`config.mk`:
```
export PLATFORM = sky130hd
export DESIGN_NAME = apb_slave_regfile
export DESIGN_NICKNAME = d
export VERILOG_FILES = /design/src/rtl/apb_slave_regfile.sv
export SDC_FILE = /design/constraint.sdc
export NUM_CORES = 1
export LEC_CHECK = 0
export ABC_AREA = 1
export ABC_CLOCK_PERIOD_IN_PS = 2200
export BUFFER_PORTS_ARGS = -buffer_cell sky130_fd_sc_hd__buf_2
export CORE_ASPECT_RATIO = 0.8
export CORE_UTILIZATION = 56
export CTS_CLUSTER_SIZE = 30
export DETAILED_ROUTE_END_ITERATION = 8
export PLACE_DENSITY = 0.79
export SETUP_SLACK_MARGIN = 0.15
export SYNTH_ARGS = -nofsm -noshare
export SYNTH_HDL_FRONTEND = slang
export SYNTH_SLANG_ARGS = --single-unit
```
`constraint.sdc`:
```
create_clock -name clock -period 2.2 [get_ports clock]
set_clock_uncertainty 0.2 [all_clocks]
set_input_delay 0.22 -clock clock [delete_from_list [all_inputs] [get_ports clock]]
set_output_delay 0.22 -clock clock [all_outputs]
set_load 0.01 [all_outputs]
```
`src/rtl/apb_slave_regfile.sv`:
```
// -----------------------------------------------------------------------------
// apb_slave_regfile
//
// APB completer for one PSEL slot of the AHB-APB bridge. It holds a
// word-addressed register file of DEPTH registers starting at BASE_ADDR. Each
// access gets WAIT_CYCLES wait states before PREADY. Bad addresses are
// answered with PSLVERR.
//
// Optional feature (macro APB_SLV_PSTRB_EN):
//   defined   -> PSTRB port exists; writes update only the strobed bytes.
//   undefined -> no PSTRB port; every write updates the full word.
//
// Ports:
//   clock      in   rising-edge clock
//   reset      in   synchronous, active-high reset
//   PSEL       in   slave select
//   PENABLE    in   access-phase indicator
//   PWRITE     in   1 = write, 0 = read
//   PADDR      in   byte address            [ADDR_W-1:0]
//   PWDATA     in   write data              [DATA_W-1:0]
//   PSTRB      in   byte write strobes      [DATA_W/8-1:0] (APB_SLV_PSTRB_EN only)
//   PRDATA     out  read data, valid while PREADY=1
//   PREADY     out  transfer complete (one-cycle pulse)
//   PSLVERR    out  transfer error, valid while PREADY=1
//   fsm_state  out  current FSM state (0=IDLE, 1=WAIT, 2=RESP), for observation
//
// Handshake: a transfer begins when the setup phase (PSEL=1, PENABLE=0) is
// sampled in IDLE. The transfer completes on the rising edge where PREADY=1
// is seen. PRDATA and PSLVERR are meaningful only in that cycle and are 0
// otherwise. All outputs are registered.
// -----------------------------------------------------------------------------
module apb_slave_regfile #(
  parameter int                ADDR_W      = 32,
  parameter int                DATA_W      = 32,
  parameter int                DEPTH       = 16,
  parameter logic [ADDR_W-1:0] BASE_ADDR   = '0,
  parameter int                WAIT_CYCLES = 0
) (
  input  logic                  clock,
  input  logic                  reset,
  input  logic                  PSEL,
  input  logic                  PENABLE,
  input  logic                  PWRITE,
  input  logic [ADDR_W-1:0]     PADDR,
  input  logic [DATA_W-1:0]     PWDATA,
`ifdef APB_SLV_PSTRB_EN
  input  logic [DATA_W/8-1:0]   PSTRB,
`endif
  output logic [DATA_W-1:0]     PRDATA,
  output logic                  PREADY,
  output logic                  PSLVERR,
  output logic [1:0]            fsm_state
);

  localparam int STRB_W = DATA_W / 8;
  localparam int IDX_W  = (DEPTH > 1) ? $clog2(DEPTH) : 1;
  localparam int CNT_W  = 4;

  typedef enum logic [1:0] {
    S_IDLE = 2'd0,
    S_WAIT = 2'd1,
    S_RESP = 2'd2
  } state_t;

  state_t             state, state_nx;
  logic [CNT_W-1:0]   cnt, cnt_nx;
  logic               pready_nx;
  logic               pslverr_nx;
  logic [DATA_W-1:0]  prdata_nx;
  logic               setup_take;
  logic               commit;

  // Transfer attributes captured at the setup edge; bus changes afterwards
  // do not affect the transfer.
  logic               lat_write;
  logic               lat_err;
  logic [IDX_W-1:0]   lat_idx;
  logic [DATA_W-1:0]  lat_wdata;
  logic [DATA_W-1:0]  lat_rdata;
  logic [STRB_W-1:0]  wr_mask;
`ifdef APB_SLV_PSTRB_EN
  logic [STRB_W-1:0]  lat_strb;
`endif

  logic [DATA_W-1:0]  regs [DEPTH];

  // Address decode
  logic [ADDR_W-1:0]  offset;
  logic [IDX_W-1:0]   dec_idx;
  logic               dec_err;
  logic [DATA_W-1:0]  setup_rdata;

  always_comb begin
    offset  = PADDR - BASE_ADDR;
    dec_idx = offset[IDX_W+1:2];
    dec_err = (PADDR < BASE_ADDR)
           || ((offset >> 2) >= ADDR_W'(DEPTH))
           || (PADDR[1:0] != 2'b00);
    // Reads capture register contents at the setup edge. Errored accesses
    // and writes return zero.
    setup_rdata = (!PWRITE && !dec_err) ? regs[dec_idx] : '0;
  end

  always_comb begin
`ifdef APB_SLV_PSTRB_EN
    wr_mask = lat_strb;
`else
    wr_mask = '1;
`endif
  end

  // Next-state and next-output logic
  always_comb begin
    state_nx   = state;
    cnt_nx     = cnt;
    pready_nx  = 1'b0;
    pslverr_nx = 1'b0;
    prdata_nx  = '0;
    setup_take = 1'b0;
    commit     = 1'b0;
    case (state)
      S_IDLE: begin
        // PENABLE=1 without a preceding setup phase is ignored.
        if (PSEL && !PENABLE) begin
          setup_take = 1'b1;
          if (WAIT_CYCLES == 0) begin
            state_nx   = S_RESP;
            pready_nx  = 1'b1;
            pslverr_nx = dec_err;
            prdata_nx  = setup_rdata;
          end else begin
            state_nx = S_WAIT;
            cnt_nx   = CNT_W'(WAIT_CYCLES - 1);
          end
        end
      end
      S_WAIT: begin
        if (!PSEL) begin
          // The master abandoned the transfer: drop it silently.
          state_nx = S_IDLE;
          cnt_nx   = '0;
        end else if (PENABLE) begin
          if (cnt == '0) begin
            state_nx   = S_RESP;
            pready_nx  = 1'b1;
            pslverr_nx = lat_err;
            prdata_nx  = lat_rdata;
          end else begin
            cnt_nx = cnt - 1'b1;
          end
        end
      end
      S_RESP: begin
        // The master samples PREADY on this edge, which completes the
        // transfer. A write takes effect here.
        commit   = lat_write && !lat_err;
        state_nx = S_IDLE;
      end
      default: begin
        state_nx = S_IDLE;
      end
    endcase
  end

  // State, output and register-file storage
  always_ff @(posedge clock) begin
    if (reset) begin
      state     <= S_IDLE;
      cnt       <= '0;
      PREADY    <= 1'b0;
      PSLVERR   <= 1'b0;
      PRDATA    <= '0;
      lat_write <= 1'b0;
      lat_err   <= 1'b0;
      lat_idx   <= '0;
      lat_wdata <= '0;
      lat_rdata <= '0;
`ifdef APB_SLV_PSTRB_EN
      lat_strb  <= '0;
`endif
      for (int i = 0; i < DEPTH; i++) begin
        regs[i] <= '0;
      end
    end else begin
      state   <= state_nx;
      cnt     <= cnt_nx;
      PREADY  <= pready_nx;
      PSLVERR <= pslverr_nx;
      PRDATA  <= prdata_nx;
      if (setup_take) begin
        lat_write <= PWRITE;
        lat_err   <= dec_err;
        lat_idx   <= dec_idx;
        lat_wdata <= PWDATA;
        lat_rdata <= setup_rdata;
`ifdef APB_SLV_PSTRB_EN
        lat_strb  <= PSTRB;
`endif
      end
      if (commit) begin
        for (int b = 0; b < STRB_W; b++) begin
          if (wr_mask[b]) begin
            regs[lat_idx][8*b +: 8] <= lat_wdata[8*b +: 8];
          end
        end
      end
    end
  end

  assign fsm_state = state;

endmodule

```
# Word level (Yosys, flattened, before mapping)
# Memories as Yosys holds them, arrays and structs flattened.
# Index checks and enable logic that the tools add are counted.
totals:
  romBits: 0
  output_inout_bits: 36
  wordCells: 70
  in_bits: 69
  register_bits: 110
  memories: 1
  ram_bits: 512
  latch_bits: 0
memory_table:
  columns: ["name", "words", "word_bits", "read_ports", "rd_ports_with_merged_regs", "write_ports", "line_no", "rtl"]
  rows:
  - ["regs", 16, 32, 1, 0, 16, "85", "logic [DATA_W-1:0] regs [DEPTH];"]
classes:
  n_reduce_logical: 15
  shifts: 0
  bitwise: 0
  muxes: 34
  n_div: 0
  addsub: 1
  mul: 0
  order_cmp: 2
  n_eq_ne: 7
ops:
  columns: ["cell", "n"]
  rows:
  - ["2-to-1 mux 32 bit", 6]
  - ["one-hot mux 32 bit (2 select lines)", 1]
  - ["< comparator 32 x 1 -> 1 bit (second input constant)", 1]
  - ["OR reduction 32 bit", 1]
  - ["greater-or-equal comparator 30 x 5 -> 1 bit (second input constant)", 1]
  - ["2-to-1 mux 1 bit", 16]
  - ["2-to-1 mux 4 bit", 4]
  - ["2-to-1 mux 2 bit", 4]
  - ["!= test 3 bit (second input constant)", 2]
  - ["AND reduction 3 bit", 2]
  - ["zero test 1 bit", 4]
  - ["zero test 4 bit", 1]
  - ["!= test 2 bit (second input constant)", 2]
  - ["one-hot mux 1 bit (2 select lines)", 2]
  - ["one-hot mux 2 bit (2 select lines)", 1]
  - ["subtractor 4 x 1 -> 4 bit (second input constant)", 1]
  - ["logical AND 1 bit", 3]
  - ["equality test 2 x 1 -> 1 bit (second input constant)", 1]
  - ["equality test 2 bit (second input constant)", 1]
  - ["zero test 2 bit", 1]
  - ["logical OR 1 bit", 2]
  - ["!= test 2 x 1 -> 1 bit (second input constant)", 1]
  - ["nonzero test 2 bit", 1]

# Logic depth before layout (Yosys ltp)
# Gate-level depths: netlist (run 1).
depth:
  ltp_word: 8
  mapped_depth: 12

# Worst setup path after synthesis (run 1)
# Ideal clock, no wire load.
synth_timing:
  path_kind: "register to register"
  startpoint: "register state[1] (netlist: fsm_state[1])"
  endpoint: "memory regs[0][0], enable pin"
  slack_ns: -0.299
  n_path_buf: 1
  path_stages_with_launch: 6
  arrival_ns: 1.910
  required_time_ns: 1.611
  cell_sequence: "dfxtp_1 nand3_1 nor3_2 nand2_1 buf_6 nand2_1"
synth_lines:
  columns: ["item", "line_no", "rtl"]
  rows:
  - ["from (decl)", "65", "state_t state, state_nx;"]
  - ["from (signal assigned)", "185", "state <= state_nx;"]
  - ["to (decl)", "85", null]

# Final worst setup path (run 1)
layout_timing:
  startpoint: "register state[1] (netlist: fsm_state[1])"
  endpoint: "register PRDATA[14]"
layout_via:
  elab_chain_len: 2
  word_cells_on_any_way: 3
  classes_between: "1 x eq/ne; 1 x mux; 1 x reduce/logical"
layout_lines:
  columns: ["item", "line_no", "rtl"]
  rows:
  - ["equality test 2 x 1 -> 1 bit or zero test 2 bit (tied branches)", "121", "case (state)"]
  - ["one-hot mux 32 bit (2 select lines) *", "121", null]
  - ["to (signal assigned)", "189", "PRDATA <= prdata_nx;"]
  - ["to (decl)", "49", "output logic [DATA_W-1:0] PRDATA,"]
# Mark *: on every way between the ends. The rest lies on a longest branch, timed or not.
# A chain may end at the register's enable or synchronous reset.

==> results of run 1 <==
[cells by family (layout without fill, tap and decap cells)]
family                 count (synthesis)  count (layout)  share of synthesized area, %
buffers and inverters                377             521                         7.492
AOI/OAI and AO/OA                    267             267                         5.591
and+or+nand+nor                     1483            1483                         22.49
other                                  1               1                       0.01435
DFF                                  585             585                         64.42
[worst paths after layout]
check / cells after the start / start / end / slack (ns)
worst min-delay path: 4 / PADDR[3] / lat_idx[1] / 0.05
worst max register to register: 7 / fsm_state[1] / PRDATA[14] / 0.23
worst min register to register: 2 / lat_wdata[3] / lat_wdata[3] / 0.24
worst max-delay path: 7 / fsm_state[1] / PRDATA[14] / 0.23
[final cells by class]
class / count / share of cell area, %
flip-flops and latches: 585 / 56.60
repair buffers: 246 / 7.445
multi-input cells: 1751 / 24.99
clock inverters: 12 / 0.3365
clock buffers: 88 / 5.805
well taps: 612 / 2.574
inverters: 175 / 2.250
[cell usage in the layout, fill, tap and decap left out]
master,n
sky130_fd_sc_hd__o211ai_1,50
sky130_fd_sc_hd__clkinv_1,32
sky130_fd_sc_hd__edfxtp_1,512
sky130_fd_sc_hd__clkbuf_1,16
sky130_fd_sc_hd__nand2_4,2
sky130_fd_sc_hd__buf_4,58
sky130_fd_sc_hd__nor2_2,1
sky130_fd_sc_hd__or2_2,23
sky130_fd_sc_hd__nand2_2,14
sky130_fd_sc_hd__o21ai_0,120
sky130_fd_sc_hd__clkinv_2,7
sky130_fd_sc_hd__a21oi_1,69
sky130_fd_sc_hd__clkinv_8,1
sky130_fd_sc_hd__inv_4,4
sky130_fd_sc_hd__inv_2,2
sky130_fd_sc_hd__clkbuf_8,12
sky130_fd_sc_hd__nor2_1,724
sky130_fd_sc_hd__buf_2,102
sky130_fd_sc_hd__bufinv_16,1
sky130_fd_sc_hd__dlygate4sd3_1,43
sky130_fd_sc_hd__inv_1,138
sky130_fd_sc_hd__buf_12,40
sky130_fd_sc_hd__nand2_1,557
sky130_fd_sc_hd__nand3_1,145
sky130_fd_sc_hd__nor3_4,5
sky130_fd_sc_hd__buf_8,1
sky130_fd_sc_hd__conb_1,1
sky130_fd_sc_hd__nand3_4,1
sky130_fd_sc_hd__clkbuf_16,60
sky130_fd_sc_hd__o21ai_1,28
sky130_fd_sc_hd__buf_6,2
sky130_fd_sc_hd__and2_0,1
sky130_fd_sc_hd__inv_6,2
sky130_fd_sc_hd__nor2_4,1
sky130_fd_sc_hd__dfxtp_1,73
sky130_fd_sc_hd__or2_0,9
[power by group through the flow]
stage                     combinational, mW  sequential, mW  clock (mW)
final                                  1.92            12.5        9.56
after global routing                   2.09            12.5        10.0
after CTS                              1.89            12.5        9.62
after detailed placement               1.82            12.7           0
after global placement                 1.77            12.7           0
after floorplan                        1.13            12.7           0
[synth_stat cells]
| cell type | number |
|---|---|
| sky130_fd_sc_hd__a21oi_1 | 69 |
| sky130_fd_sc_hd__and2_0 | 1 |
| sky130_fd_sc_hd__buf_1 | 6 |
| sky130_fd_sc_hd__buf_2 | 41 |
| sky130_fd_sc_hd__buf_4 | 5 |
| sky130_fd_sc_hd__buf_6 | 61 |
| sky130_fd_sc_hd__buf_8 | 1 |
| sky130_fd_sc_hd__clkbuf_1 | 87 |
| sky130_fd_sc_hd__clkbuf_2 | 1 |
| sky130_fd_sc_hd__clkinv_1 | 33 |
| sky130_fd_sc_hd__conb_1 | 1 |
| sky130_fd_sc_hd__dfxtp_1 | 73 |
| sky130_fd_sc_hd__edfxtp_1 | 512 |
| sky130_fd_sc_hd__inv_1 | 141 |
| sky130_fd_sc_hd__inv_4 | 1 |
| sky130_fd_sc_hd__nand2_1 | 573 |
| sky130_fd_sc_hd__nand3_1 | 146 |
| sky130_fd_sc_hd__nor2_1 | 725 |
| sky130_fd_sc_hd__nor2_4 | 1 |
| sky130_fd_sc_hd__nor3_2 | 4 |
| sky130_fd_sc_hd__nor3_4 | 1 |
| sky130_fd_sc_hd__o211ai_1 | 50 |
| sky130_fd_sc_hd__o21ai_0 | 120 |
| sky130_fd_sc_hd__o21ai_1 | 28 |
| sky130_fd_sc_hd__or2_0 | 9 |
| sky130_fd_sc_hd__or2_2 | 23 |
[what timing repair did]
action / CTS / global route
hold endpoints to repair: 42 / 0
pin swaps: 0 / 1
endpoints found under the setup margin: 59 / 856
hold buffers: 43 / 0
gates resized for setup: 0 / 11
[state kept, by name, indices dropped and copies added, names as in the netlist]
signal / count
lat_wdata: 32
PRDATA: 32
lat_write: 1
lat_err: 1
regs: 512
lat_idx: 4
PREADY: 1
PSLVERR: 1
fsm_state: 1
[critical path, cell delays in order, from the launching register on]
cell and delay (ns):
sky130_fd_sc_hd__dfxtp_1 0.34, sky130_fd_sc_hd__buf_4 0.16, sky130_fd_sc_hd__nor2_4 0.16, sky130_fd_sc_hd__nand3_1 0.14, sky130_fd_sc_hd__nor3_4 0.24, sky130_fd_sc_hd__buf_12 0.22, sky130_fd_sc_hd__nand2_1 0.10, sky130_fd_sc_hd__nor2_1 0.27
[through the flow]
stage	hold WS (ns)	util (%)	instances	total power, mW	instance area, sq um
2_1_floorplan	0.09238	-	2713	13.83	26190
3_3_place_gp	0.2269	59.78	3326	14.48	27440
3_5_place_dp	0.2383	59.78	3326	14.55	27440
4_1_cts	0.02843	64.70	3469	24.00	29690
5_1_grt	0.07821	64.81	3469	24.65	29740
6_report	0.04765	64.81	3469	23.97	29740
[routing by layer]
layer,GRT usage (%),vias up,wire (um)
met5,0,-,0
li1,-,9027,-
met4,12.59,0,2724
met3,3.835,194,5179
met1,32.71,9203,23350
met2,47.08,916,31980
==> metrics.sh, run 1 <==
GRT_SETUP_UNREPAIRED='false'
SYN_INST=2713
WL_PER_CELL_UM=18.23
P_SW_SHARE_PCT=22.85
ROUTED-VIA-COUNT=19340
GRT_PASS1_VIAS=19507
P_INT_mW=18.49
IR_DROP_V=0.0006413
FLOORPLAN.DIE.WIDTH_UM=243.5
GR-TOTAL-OVERFLOW=0
ROUTE.FINAL.WIRE_LENGTH_MM=63.24
SEQ_AREA_FRAC_SYNTH_PCT=64.42
FINAL.PERIOD_UTILIZATION_PCT=89.67
CTS_POST_SETUP_BUFFERS_INSERTED=0
FINALWORSTSETUPSLACK_NS=0.2272
SYN-NUM-NETS=2782
POWER.SHARE.COMBINATIONAL_PCT=8.0
FP.COREAREA_SQ_MM=0.04589
ANTENNA_DIODE_COUNT=0
FLOORPLAN_DIE_HEIGHT_UM=195.2
NETLIST_TOP_CELLS_AREA='sky130_fd_sc_hd__edfxtp_1, sky130_fd_sc_hd__nor2_1, sky130_fd_sc_hd__nand2_1, sky130_fd_sc_hd__dfxtp_1, sky130_fd_sc_hd__nand3_1'
FINAL-SEQ-AREA_SQ_MM=0.01684
SLEW_VIOL_FINAL=0
SYNTH_AREA_SQ_MM=0.02614
NUMBER_OF_BUFFERS_CREATED_BY_CTS=54
GPL.FINAL_WEIGHTED_CONGESTION=0.9169
FIN_TNS_SETUP_NS=0
FLOORPLAN.INITIALDENSITY_PCT=56.95
NUM_IO_PINS=105
CLOCK_LATENCY_NS=0.60
WORST_SLEW_PIN_SLEW_NS=0.7098
CLK_PATH_BUF_DEPTH=3
PORT_BUFFERS=103
WORST_SETUP_SLACK_AFTER_PLACEMENT_NS=0.1146
LENGTH_OF_THE_FIRST_DETAILED_ROUTING_PASS_IN_ITERATIONS=6
MAX_CLOCK_FREQ_GHz=0.5069
RUN_STATUS='complete, no violations'
FILLER_CELL_COUNT=3443
FIN_NETS=2882
TRITONCTS='done'
FINALWORSTPATHREQUIREDPERIOD_NS=1.973
HPWL_MM=39.75
LEAKAGEPOWER_nW=11.68
GLOBALROUTETOTALUTIL_PCT=26.81
PLACEMENT_ROWS=70
FINAL_LAYOUT_SIZE_SUFFIX_GT1_SHARE_PCT=11.87
P_CLK_SHARE_PCT=39.9
GRT_FIRST_PASS_WIRELENGTH_MM=99.72
MULTIINPUTGATEAREA_SQ_MM=0.007432
TIMING_WORST_SETUP_PATH_TYPE='register to register'
YOSYS_WARNINGS=0
CRIT_ARRIVAL_NS=2.25
SLEW-LIMIT-HEADROOM_PCT=52.39
POWER_DENSITY_mW_PER_MM2=805.8
PER_CELL_VIA_COUNT_IN_THE_ROUTED_DESIGN=5.575
CRITPATHLAUNCHTYPE='register'
CLOCK-SINKS=585
GRT_MAX_DEGREE=89
GRT_ANTENNA_BEFORE_REPAIR=0
ANTENNA_LEFT=0
HOLD_PATH_CLASS='input pin to register'
REQUIRED_NS=2.48
SYNTH_LARGEST_TYPE_AREA_FRACTION_PCT=58.83
CTS.REPORTEDPATHS.CLKPINSLEW_NS=0.06
DRCVIOLATIONCOUNT=0
FINALHOLDVIOLATIONS=0
MAXCAPVIOLCOUNT=0
DR.FIRST_ITER.DRC_COUNT=1856
FP.DIEAREA_SQ_MM=0.04755
SWITCHING_POWER_mW=5.477
SYN_AREA_CELL_SQ_UM=9.634
SYNTH_LARGEST_AREA_CELL='sky130_fd_sc_hd__edfxtp_1'
SHARE_OF_POWER_BURNED_IN_REGISTERS_PCT=52.1
NETLIST-CELL-TYPE-COUNT=26
HTREEDEPTH=2
TIMING.FINAL.SETUP_VIOLATIONS=0
SYNTH.FF_LATCH_COUNT=585
CTS_ROOT_CELL='sky130_fd_sc_hd__clkbuf_16'
CRIT_PATH_END_KIND='register'
WORSTPATHMAXFANOUT=32
SYN_TO_FINAL_GROWTH_PCT=13.81
Note: power is estimated with default switching activity, not from simulation.
==> run 2, diff against run 1 <==
--- a/config.mk
+++ b/config.mk
@@ -5,7 +5,6 @@
 export SDC_FILE = /design/constraint.sdc
 export NUM_CORES = 1
 export LEC_CHECK = 0
-export ABC_AREA = 1
 export ABC_CLOCK_PERIOD_IN_PS = 2200
 export BUFFER_PORTS_ARGS = -buffer_cell sky130_fd_sc_hd__buf_2
 export CORE_ASPECT_RATIO = 0.8
==> run 2 against run 1 <==
Total power decreased by 1.0%. Hold slack got worse by 0.023 ns. Die area decreased by 4.0%. Synthesized area decreased by 4.0%. Flip-flop and latch count unchanged. Via count decreased by 21%. Design area increased by 0.83%. Critical path type unchanged.
==> metrics.sh, run 2 <==
CLOCK-SINKS=585  # unchanged
NETLIST-CELL-TYPE-COUNT=29  # +12%
LEAKAGEPOWER_nW=11.00  # -5.9%
FILLER_CELL_COUNT=2771  # -20%
POST-ROUTE-UTIL_PCT=68.71  # +3.9 points
SYNTH_AREA_SQ_MM=0.02509  # -4.0%
SYNTH-EDFF-COUNT=512  # unchanged
MAXCAPVIOLCOUNT=0  # unchanged
MAX_CLOCK_FREQ_GHz=0.4793  # -5.4%
GRT_MAX_DEGREE=46  # -48%
GR-TOTAL-OVERFLOW=0  # unchanged
CTS.REPORTEDPATHS.CLKPINSLEW_NS=0.07  # about the same
FINAL_LAYOUT_SIZE_SUFFIX_GT1_SHARE_PCT=27.22  # +15 points
AREA_AFTER_DETAILED_PLACEMENT_SQ_MM=0.02716  # -1.0%
FLOORPLAN_DIE_HEIGHT_UM=191.3  # -2.0%
WORSTPATHMAXFANOUT=7  # -78%
YOSYS_WARNINGS=0  # unchanged
WL_PER_CELL_UM=27.77  # +52%
FF2FF_PATH_DEPTH=8  # +1
LENGTH_OF_THE_FIRST_DETAILED_ROUTING_PASS_IN_ITERATIONS=5  # -1
DR.FIRST_ITER.DRC_COUNT=2000  # +7.8%
FLOORPLAN.DIE.WIDTH_UM=238.7  # -2.0%
CRIT-REG2REG-LAUNCH='lat_idx[2]'
CRIT_PATH_START='lat_idx[2]'
HOLDPATHEND='lat_wdata[20]'
POSTLAYOUTCELLAREA_SQ_MM=0.02999  # +0.83%
ROUTED-VIA-COUNT=15205  # -21%
GPL.FINAL_WEIGHTED_CONGESTION=0.8186  # -11%
FLOORPLAN.INITIALDENSITY_PCT=57.48  # +0.54 points
SYN_TO_FINAL_GROWTH_PCT=19.53
RUN_STATUS='complete, no violations'
TIMING_WORST_SETUP_PATH_TYPE='register to register'
TIMING.HOLD.WORST.START='PSEL'
LAYOUT_COMMONEST_CELL='sky130_fd_sc_hd__and2_1'
CLK_PATH_BUF_DEPTH=3  # unchanged
LAYOUT_TOP_REGISTERS='regs x512, PRDATA x32, lat_wdata x32'
FP.DIEAREA_SQ_MM=0.04566  # -4.0%
GRT_FIRST_PASS_WIRELENGTH_MM=96.92  # -2.8%
FINAL.PERIOD_UTILIZATION_PCT=94.84  # +5.2 points
FP.COREAREA_SQ_MM=0.04365  # -4.9%
FINALWORSTPATHREQUIREDPERIOD_NS=2.086  # +0.1136 ns
NUM_IO_PINS=105  # unchanged
SYN_AREA_CELL_SQ_UM=15.29  # +59%
FINALHOLDVIOLATIONS=0  # unchanged
LAYOUTNONFILLERINSTCOUNT=2463  # -29%
ROUTE.FINAL.WIRE_LENGTH_MM=68.39  # +8.2%
SYN-NUM-NETS=1710  # -39%
GLOBALROUTETOTALUTIL_PCT=29.71  # +2.9 points
INTERNAL_REG_TO_REG_SETUP_SLACK_NS=0.11  # -0.11 ns
SYN_INST=1641  # -40%
GRT_PASS1_VIAS=15435  # -21%
SYNTHARSTFLOPSHARE_PCT=0  # unchanged
TOP_REG_CELL_SYNTH='sky130_fd_sc_hd__edfxtp_1'
CRIT_PATH_END_KIND='register'
DRCVIOLATIONCOUNT=0  # unchanged
REG_WITH_MOST_FFS='regs'
SLEW-LIMIT-HEADROOM_PCT=58.87  # +6.5 points
TIMING.FINAL.SETUP_VIOLATIONS=0  # unchanged
HOLD_PATH_CLASS='input pin to register'
HPWL_MM=37.59  # -5.4%
NUMBER_OF_BUFFERS_CREATED_BY_CTS=56  # +3.7%
REQUIRED_NS=2.45  # -0.03 ns
CRITICAL_PATH.REG2REG.ENDPOINT='regs[0][16]'
HTREEDEPTH=2  # unchanged
CRITPATHLAUNCHTYPE='register'
SYNTH_LARGEST_TYPE_AREA_FRACTION_PCT=61.28  # +2.5 points
GRT_ANTENNA_BEFORE_REPAIR=4  # +4
CLOCK_LATENCY_NS=0.63  # +0.03 ns
LAYOUT.CELLS.MOST_COMMON_LIST='sky130_fd_sc_hd__and2_1, sky130_fd_sc_hd__edfxtp_1, sky130_fd_sc_hd__mux4_2'
WORST_SLEW_PIN_SLEW_NS=0.6160  # -0.09379 ns
POST-PLACE-CELLS=2290  # -31%
SLEW_VIOL_FINAL=0  # unchanged
CTS_ROOT_CELL='sky130_fd_sc_hd__clkbuf_16'
TRITONCTS='done'
HOLD_CRITICAL_PATH_DEPTH=5  # +1
SYNTH_TOP_CELLS_BY_COUNT='sky130_fd_sc_hd__and2_1, sky130_fd_sc_hd__edfxtp_1, sky130_fd_sc_hd__mux4_2, sky130_fd_sc_hd__clkbuf_1, sky130_fd_sc_hd__nand2_1'
PER_CELL_VIA_COUNT_IN_THE_ROUTED_DESIGN=6.173  # +11%
GRT_SETUP_UNREPAIRED='true'
SEQ_AREA_FRAC_SYNTH_PCT=67.10  # +2.7 points
NETLIST_TOP_CELLS_AREA='sky130_fd_sc_hd__edfxtp_1, sky130_fd_sc_hd__and2_1, sky130_fd_sc_hd__mux4_2, sky130_fd_sc_hd__dfxtp_1, sky130_fd_sc_hd__a22oi_1'
P_TOTAL_mW=23.72  # -1.0%
FIN_NETS=1887  # -35%
SYNTH.FF_LATCH_COUNT=585  # unchanged
PORT_BUFFERS=103  # unchanged
PLACEMENT_ROWS=68  # -2.9%
SYNTHMOSTINSTANTIATEDCELL='sky130_fd_sc_hd__and2_1'
POWER_DENSITY_mW_PER_MM2=791.0  # -1.8%
IR_DROP_V=0.0005801  # -9.5%
SYNTH_LARGEST_AREA_CELL='sky130_fd_sc_hd__edfxtp_1'
LARGEST_REGISTER_FFS=512  # unchanged
CRIT_ARRIVAL_NS=2.34  # +0.09 ns
ANTENNA_LEFT=0  # unchanged
run 2: cell types whose count changed after synthesis, moves of 50 or more:
| cell | before | now |
|---|---|---|
| sky130_fd_sc_hd__a22oi_1 | 0 | 64 |
| sky130_fd_sc_hd__and2_1 | 0 | 513 |
| sky130_fd_sc_hd__inv_1 | 141 | 0 |
| sky130_fd_sc_hd__mux4_2 | 0 | 128 |
| sky130_fd_sc_hd__o211ai_1 | 50 | 0 |
| sky130_fd_sc_hd__nand2_1 | 573 | 77 |
| sky130_fd_sc_hd__o21ai_0 | 120 | 0 |
| sky130_fd_sc_hd__nand3_1 | 146 | 3 |
| sky130_fd_sc_hd__nor2_1 | 725 | 16 |
| sky130_fd_sc_hd__buf_6 | 61 | 3 |
run 2: cell type report:
| cell class | instances | area, sq um | share of cell area (%) |
|---|---|---|---|
| Multi-Input combinational cell | 912 | 7900 | 26.34 |
| Clock buffer | 84 | 1597 | 5.323 |
| Sequential cell | 585 | 16840 | 56.16 |
| Tap cell | 595 | 744.5 | 2.482 |
| Timing Repair Buffer | 263 | 2663 | 8.878 |
| Clock inverter | 22 | 240.2 | 0.8010 |
| Antenna cell | 2 | 5.005 | 0.01669 |
run 2: worst max-delay path by stage:
| stage | to | slack, ns | cells after the start |
|---|---|---|---|
| floorplan | regs[8][0] | 0.09 | 4 |
| global route | regs[4][17] | 0.06 | 5 |
| detailed placement | PRDATA[31] | -0.52 | 7 |
| global placement | PRDATA[31] | -0.39 | 7 |
| finish | regs[0][16] | 0.11 | 8 |
| CTS | regs[1][28] | 0.14 | 5 |
run 2: cell families after synthesis:
| logic type | synth area share (%) |
|---|---|
| muxes | 11.49 |
| buffers and inverters | 2.334 |
| DFF | 67.10 |
| AOI/OAI and AO/OA | 3.770 |
| and+or+nand+nor | 15.29 |
| other | 0.01495 |
run 2: report_power, final:
part,internal [mW],total (mW),switching (mW),leakage (nW)
Sequential,12.4,12.6,0.218,5.89
Clock,5.49,9.63,4.15,0.889
Combinational,0.702,1.50,0.798,4.21
run 2: routing by layer:
metal	track usage, %	vias to the layer above	wire length [um]
met5	0.5411	-	13
met4	11.37	2	2458
met3	6.599	168	7641
met2	48.33	948	32750
met1	39.32	7719	25530
li1	-	6368	-
run 2: what timing repair did:
action	in CTS	in global routing
pin swaps	4	7
buffers inserted	2	6
hold buffers	46	0
endpoints found under the hold margin	41	0
gates resized for setup	19	23
endpoints found under the setup margin	883	763
gates cloned	3	8
run 2: critical path: stages, from the launching register on:
cell	delay (ns)
sky130_fd_sc_hd__dfxtp_2	0.34
sky130_fd_sc_hd__nor4b_4	0.34
sky130_fd_sc_hd__buf_4	0.18
sky130_fd_sc_hd__nand2_4	0.09
sky130_fd_sc_hd__nor3_4	0.15
sky130_fd_sc_hd__buf_4	0.14
sky130_fd_sc_hd__buf_6	0.16
sky130_fd_sc_hd__buf_12	0.13
sky130_fd_sc_hd__and2_1	0.18
run 2: stage by stage:
step | worst slack, ns | TNS (ns) | hold slack [ns]
2_1_floorplan | 0.09388 | 0 | 0.08766
3_3_place_gp | -0.3885 | -11.54 | 0.2529
3_5_place_dp | -0.5211 | -32.52 | 0.2665
4_1_cts | 0.1392 | 0 | 0.002279
5_1_grt | 0.06306 | 0 | 0.03536
6_report | 0.1136 | 0 | 0.02495
==> run 3, diff against run 2 <==
--- a/config.mk
+++ b/config.mk
@@ -5,10 +5,13 @@
 export SDC_FILE = /design/constraint.sdc
 export NUM_CORES = 1
 export LEC_CHECK = 0
+export ABC_AREA = 1
 export ABC_CLOCK_PERIOD_IN_PS = 2200
 export BUFFER_PORTS_ARGS = -buffer_cell sky130_fd_sc_hd__buf_2
+export CELL_PAD_IN_SITES_DETAIL_PLACEMENT = 1
+export CELL_PAD_IN_SITES_GLOBAL_PLACEMENT = 1
 export CORE_ASPECT_RATIO = 0.8
-export CORE_UTILIZATION = 56
+export CORE_UTILIZATION = 44
 export CTS_CLUSTER_SIZE = 30
 export DETAILED_ROUTE_END_ITERATION = 8
 export PLACE_DENSITY = 0.79
==> run 3 against run 2 <==
Hold slack improved by 0.048 ns. Non-clock buffer count fell by 14. Critical path type unchanged. First-iteration DRC count fell by 17%. Die area rose by 32%. Global-route usage fell by 3.1 points. The flow now finishes with violations (design-rule violations). Highest routed layer is now met4.
==> metrics.sh, run 3 (synthesized netlist as in run 1, its figures left out) <==
PATH_BUF_INV=2  # -2
FLOORPLAN.INITIALDENSITY_PCT=44.74  # -13 points
MULTIINPUTGATEAREA_SQ_MM=0.007405  # -6.3%
PER_CELL_VIA_COUNT_IN_THE_ROUTED_DESIGN=5.492  # -11%
FINAL.PERIOD_UTILIZATION_PCT=92.51  # -2.3 points
GPL.FINAL_WEIGHTED_CONGESTION=0.8019  # -2.0%
CLOCK_LATENCY_NS=0.62  # about the same
CTS.REPORTEDPATHS.CLKPINSLEW_NS=0.06  # about the same
GR-TOTAL-OVERFLOW=0  # unchanged
HOLD_CRITICAL_PATH_DEPTH=6  # +1
FILLER_CELL_COUNT=6481  # +130%
WL_PER_CELL_UM=21.72  # -22%
LAYOUT.CELLS.MOST_COMMON_LIST='sky130_fd_sc_hd__nor2_1, sky130_fd_sc_hd__nand2_1, sky130_fd_sc_hd__edfxtp_1'
PATH_COMMON_CELL='sky130_fd_sc_hd__buf_4'
FP.DIEAREA_SQ_MM=0.06039  # +32%
NUM_IO_PINS=105  # unchanged
ROUTED-VIA-COUNT=19987  # +31%
CRIT_ARRIVAL_NS=2.15  # -0.19 ns
LENGTH_OF_THE_FIRST_DETAILED_ROUTING_PASS_IN_ITERATIONS=7  # +2
GRT_MAX_DEGREE=82  # +78%
MAXCAPVIOLCOUNT=0  # unchanged
CRIT_PATH_END_KIND='register'
AREA_AFTER_DETAILED_PLACEMENT_SQ_MM=0.02769  # +2.0%
CTS_ROOT_CELL='sky130_fd_sc_hd__clkbuf_16'
CPLARGESTDELAYFAMILY='simple AND/OR/NAND/NOR gates'
CRIT-REG2REG-LAUNCH='lat_err'
WORSTPATHMAXFANOUT=13  # +6
RUN_STATUS='finished with violations'
FINALHOLDVIOLATIONS=0  # unchanged
CLK_PATH_BUF_DEPTH=3  # unchanged
FLOORPLAN.DIE.WIDTH_UM=274.5  # +15%
IR_DROP_V=0.0006589  # +14%
NUMBER_OF_BUFFERS_CREATED_BY_CTS=58  # +3.6%
CTS_POST_SETUP_BUFFERS_INSERTED=0  # -2
SLEW-LIMIT-HEADROOM_PCT=53.66  # -5.2 points
PATH_CELLS='nor2_1 -> nand3_1 -> buf_4 -> nor3_2 -> nand2_1 -> nand2_2 -> buf_4'
CRITICAL_PATH.REG2REG.ENDPOINT='regs[9][23]'
POWER_DENSITY_mW_PER_MM2=815.7  # +3.1%
FF2FF_PATH_DEPTH=7  # -1
SLEW_VIOL_FINAL=0  # unchanged
TIMING.HOLD.WORST.START='PADDR[2]'
FP.COREAREA_SQ_MM=0.05842  # +34%
CRITPATHMAXSTAGEDELAY_NS=0.32  # -0.02 ns
CLOCK-SINKS=585  # unchanged
VIOLATIONS_IN_THE_FINAL_REPORTS='design-rule violations'
TIMING_WORST_SETUP_PATH_TYPE='register to register'
LARGEST_REGISTER_FFS=512  # unchanged
TIMING.FINAL.SETUP_VIOLATIONS=0  # unchanged
P_TOTAL_mW=24.51  # +3.3%
REQUIRED_NS=2.31  # -0.14 ns
LEAKAGEPOWER_nW=11.74  # +6.7%
HPWL_MM=48.28  # +28%
HOLDPATHEND='PRDATA[21]'
GRT_SETUP_UNREPAIRED='true'
INTERNAL_REG_TO_REG_SETUP_SLACK_NS=0.16  # +0.05 ns
HTREEDEPTH=2  # unchanged
GRT_ANTENNA_BEFORE_REPAIR=2  # -2
DR.FIRST_ITER.DRC_COUNT=1663  # -17%
LAYOUT_TOP_REGISTERS='regs x512, PRDATA x32, lat_wdata x32'
CRIT_PATH_START='lat_err'
MAX_CLOCK_FREQ_GHz=0.4913  # +2.5%
FIN_NETS=2889  # +53%
REG_WITH_MOST_FFS='regs'
WORST_SLEW_PIN_SLEW_NS=0.6908  # +0.07481 ns
CRITPATHLAUNCHTYPE='register'
ANTENNA_LEFT=0  # unchanged
GRT_FIRST_PASS_WIRELENGTH_MM=123.0  # +27%
DRCVIOLATIONCOUNT=4  # +4
FINALWORSTPATHREQUIREDPERIOD_NS=2.035  # -0.05108 ns
ROUTE.FINAL.WIRE_LENGTH_MM=79.03  # +16%
PLACEMENT_ROWS=79  # +16%
FLOORPLAN_DIE_HEIGHT_UM=220.0  # +15%
GRT_PASS1_VIAS=21627  # +40%
SYN_TO_FINAL_GROWTH_PCT=14.96
LAYOUT_COMMONEST_CELL='sky130_fd_sc_hd__nor2_1'
FINAL_LAYOUT_SIZE_SUFFIX_GT1_SHARE_PCT=11.92  # -15 points
SLOWEST_LIBRARY_CELL_ON_THE_WORST_PATH='sky130_fd_sc_hd__dfxtp_1'
GLOBALROUTETOTALUTIL_PCT=26.65  # -3.1 points
HOLD_PATH_CLASS='input pin to register'
FINAL-SEQ-AREA_SQ_MM=0.01684  # about the same
PORT_BUFFERS=103  # unchanged
TRITONCTS='done'
POSTLAYOUTCELLAREA_SQ_MM=0.03005  # +0.18%
FIN_TNS_SETUP_NS=0  # unchanged
run 3: cell count changes in the layout (fill, tap and decap cells not counted), moves of 64 or more:
cell | previous run | this run
sky130_fd_sc_hd__nor2_1 | 3 | 725
sky130_fd_sc_hd__a22oi_1 | 64 | 0
sky130_fd_sc_hd__nand3_1 | 1 | 146
sky130_fd_sc_hd__o21ai_0 | 0 | 120
sky130_fd_sc_hd__mux4_2 | 128 | 0
sky130_fd_sc_hd__inv_1 | 0 | 138
sky130_fd_sc_hd__and2_1 | 513 | 0
sky130_fd_sc_hd__nand2_1 | 75 | 557
run 3: through the flow:
stage	worst slack (ns)	cells	utilization [%]	hold WS, ns
floorplan	0.007863	2713	-	0.09238
detailed placement	0.08059	3486	47.41	0.2319
CTS	0.1819	3637	51.34	0.02460
finish	0.1647	3639	51.43	0.07262
global placement	0.1724	3486	47.41	0.2262
global route	0.09431	3639	51.43	0.07451
run 3: where the power goes:
group / internal, mW / leakage [nW] / switching, mW
Sequential: 12.4 / 5.89 / 0.125
Clock: 5.56 / 0.927 / 4.40
Combinational: 0.628 / 4.92 / 1.41
run 3: worst max path at each step:
stage                  endpoint  slack [ns]  depth (start not counted)
finish              regs[9][23]        0.16                          7
global route        regs[9][31]        0.09                          7
CTS                  regs[8][2]        0.18                          7
detailed placement   regs[0][7]        0.08                          8
global placement     regs[3][5]        0.17                          8
floorplan           regs[10][0]       0.008                          5
run 3: tightest hold or removal path, stage by stage:
cell	delay, ns
sky130_fd_sc_hd__buf_8	0.16
sky130_fd_sc_hd__nand2_1	0.09
sky130_fd_sc_hd__o211ai_1	0.07
sky130_fd_sc_hd__nand3_1	0.11
sky130_fd_sc_hd__a21oi_1	0.08
sky130_fd_sc_hd__nor2_1	0.10
run 3: layout make-up:
type | count | area share [%]
flip-flops and latches | 585 | 56.03
diodes | 1 | 0.008328
clock inverters | 24 | 0.6205
repair buffers | 249 | 7.658
well taps | 769 | 3.202
clock buffers | 85 | 5.613
inverters | 175 | 2.220
multi-input cells | 1751 | 24.64
run 3: what timing repair did:
item,CTS,global route
gates resized for setup,1,6
cloned,0,1
hold endpoints to repair,42,0
setup endpoints to repair,76,172
hold buffers,42,0
run 3: metal layers:
layer / track usage [%] / wire (um)
met3: 3.302 / 4388
met4: 9.130 / 2252
met2: 48.14 / 40880
met5: 0 / 0
met1: 32.77 / 31520
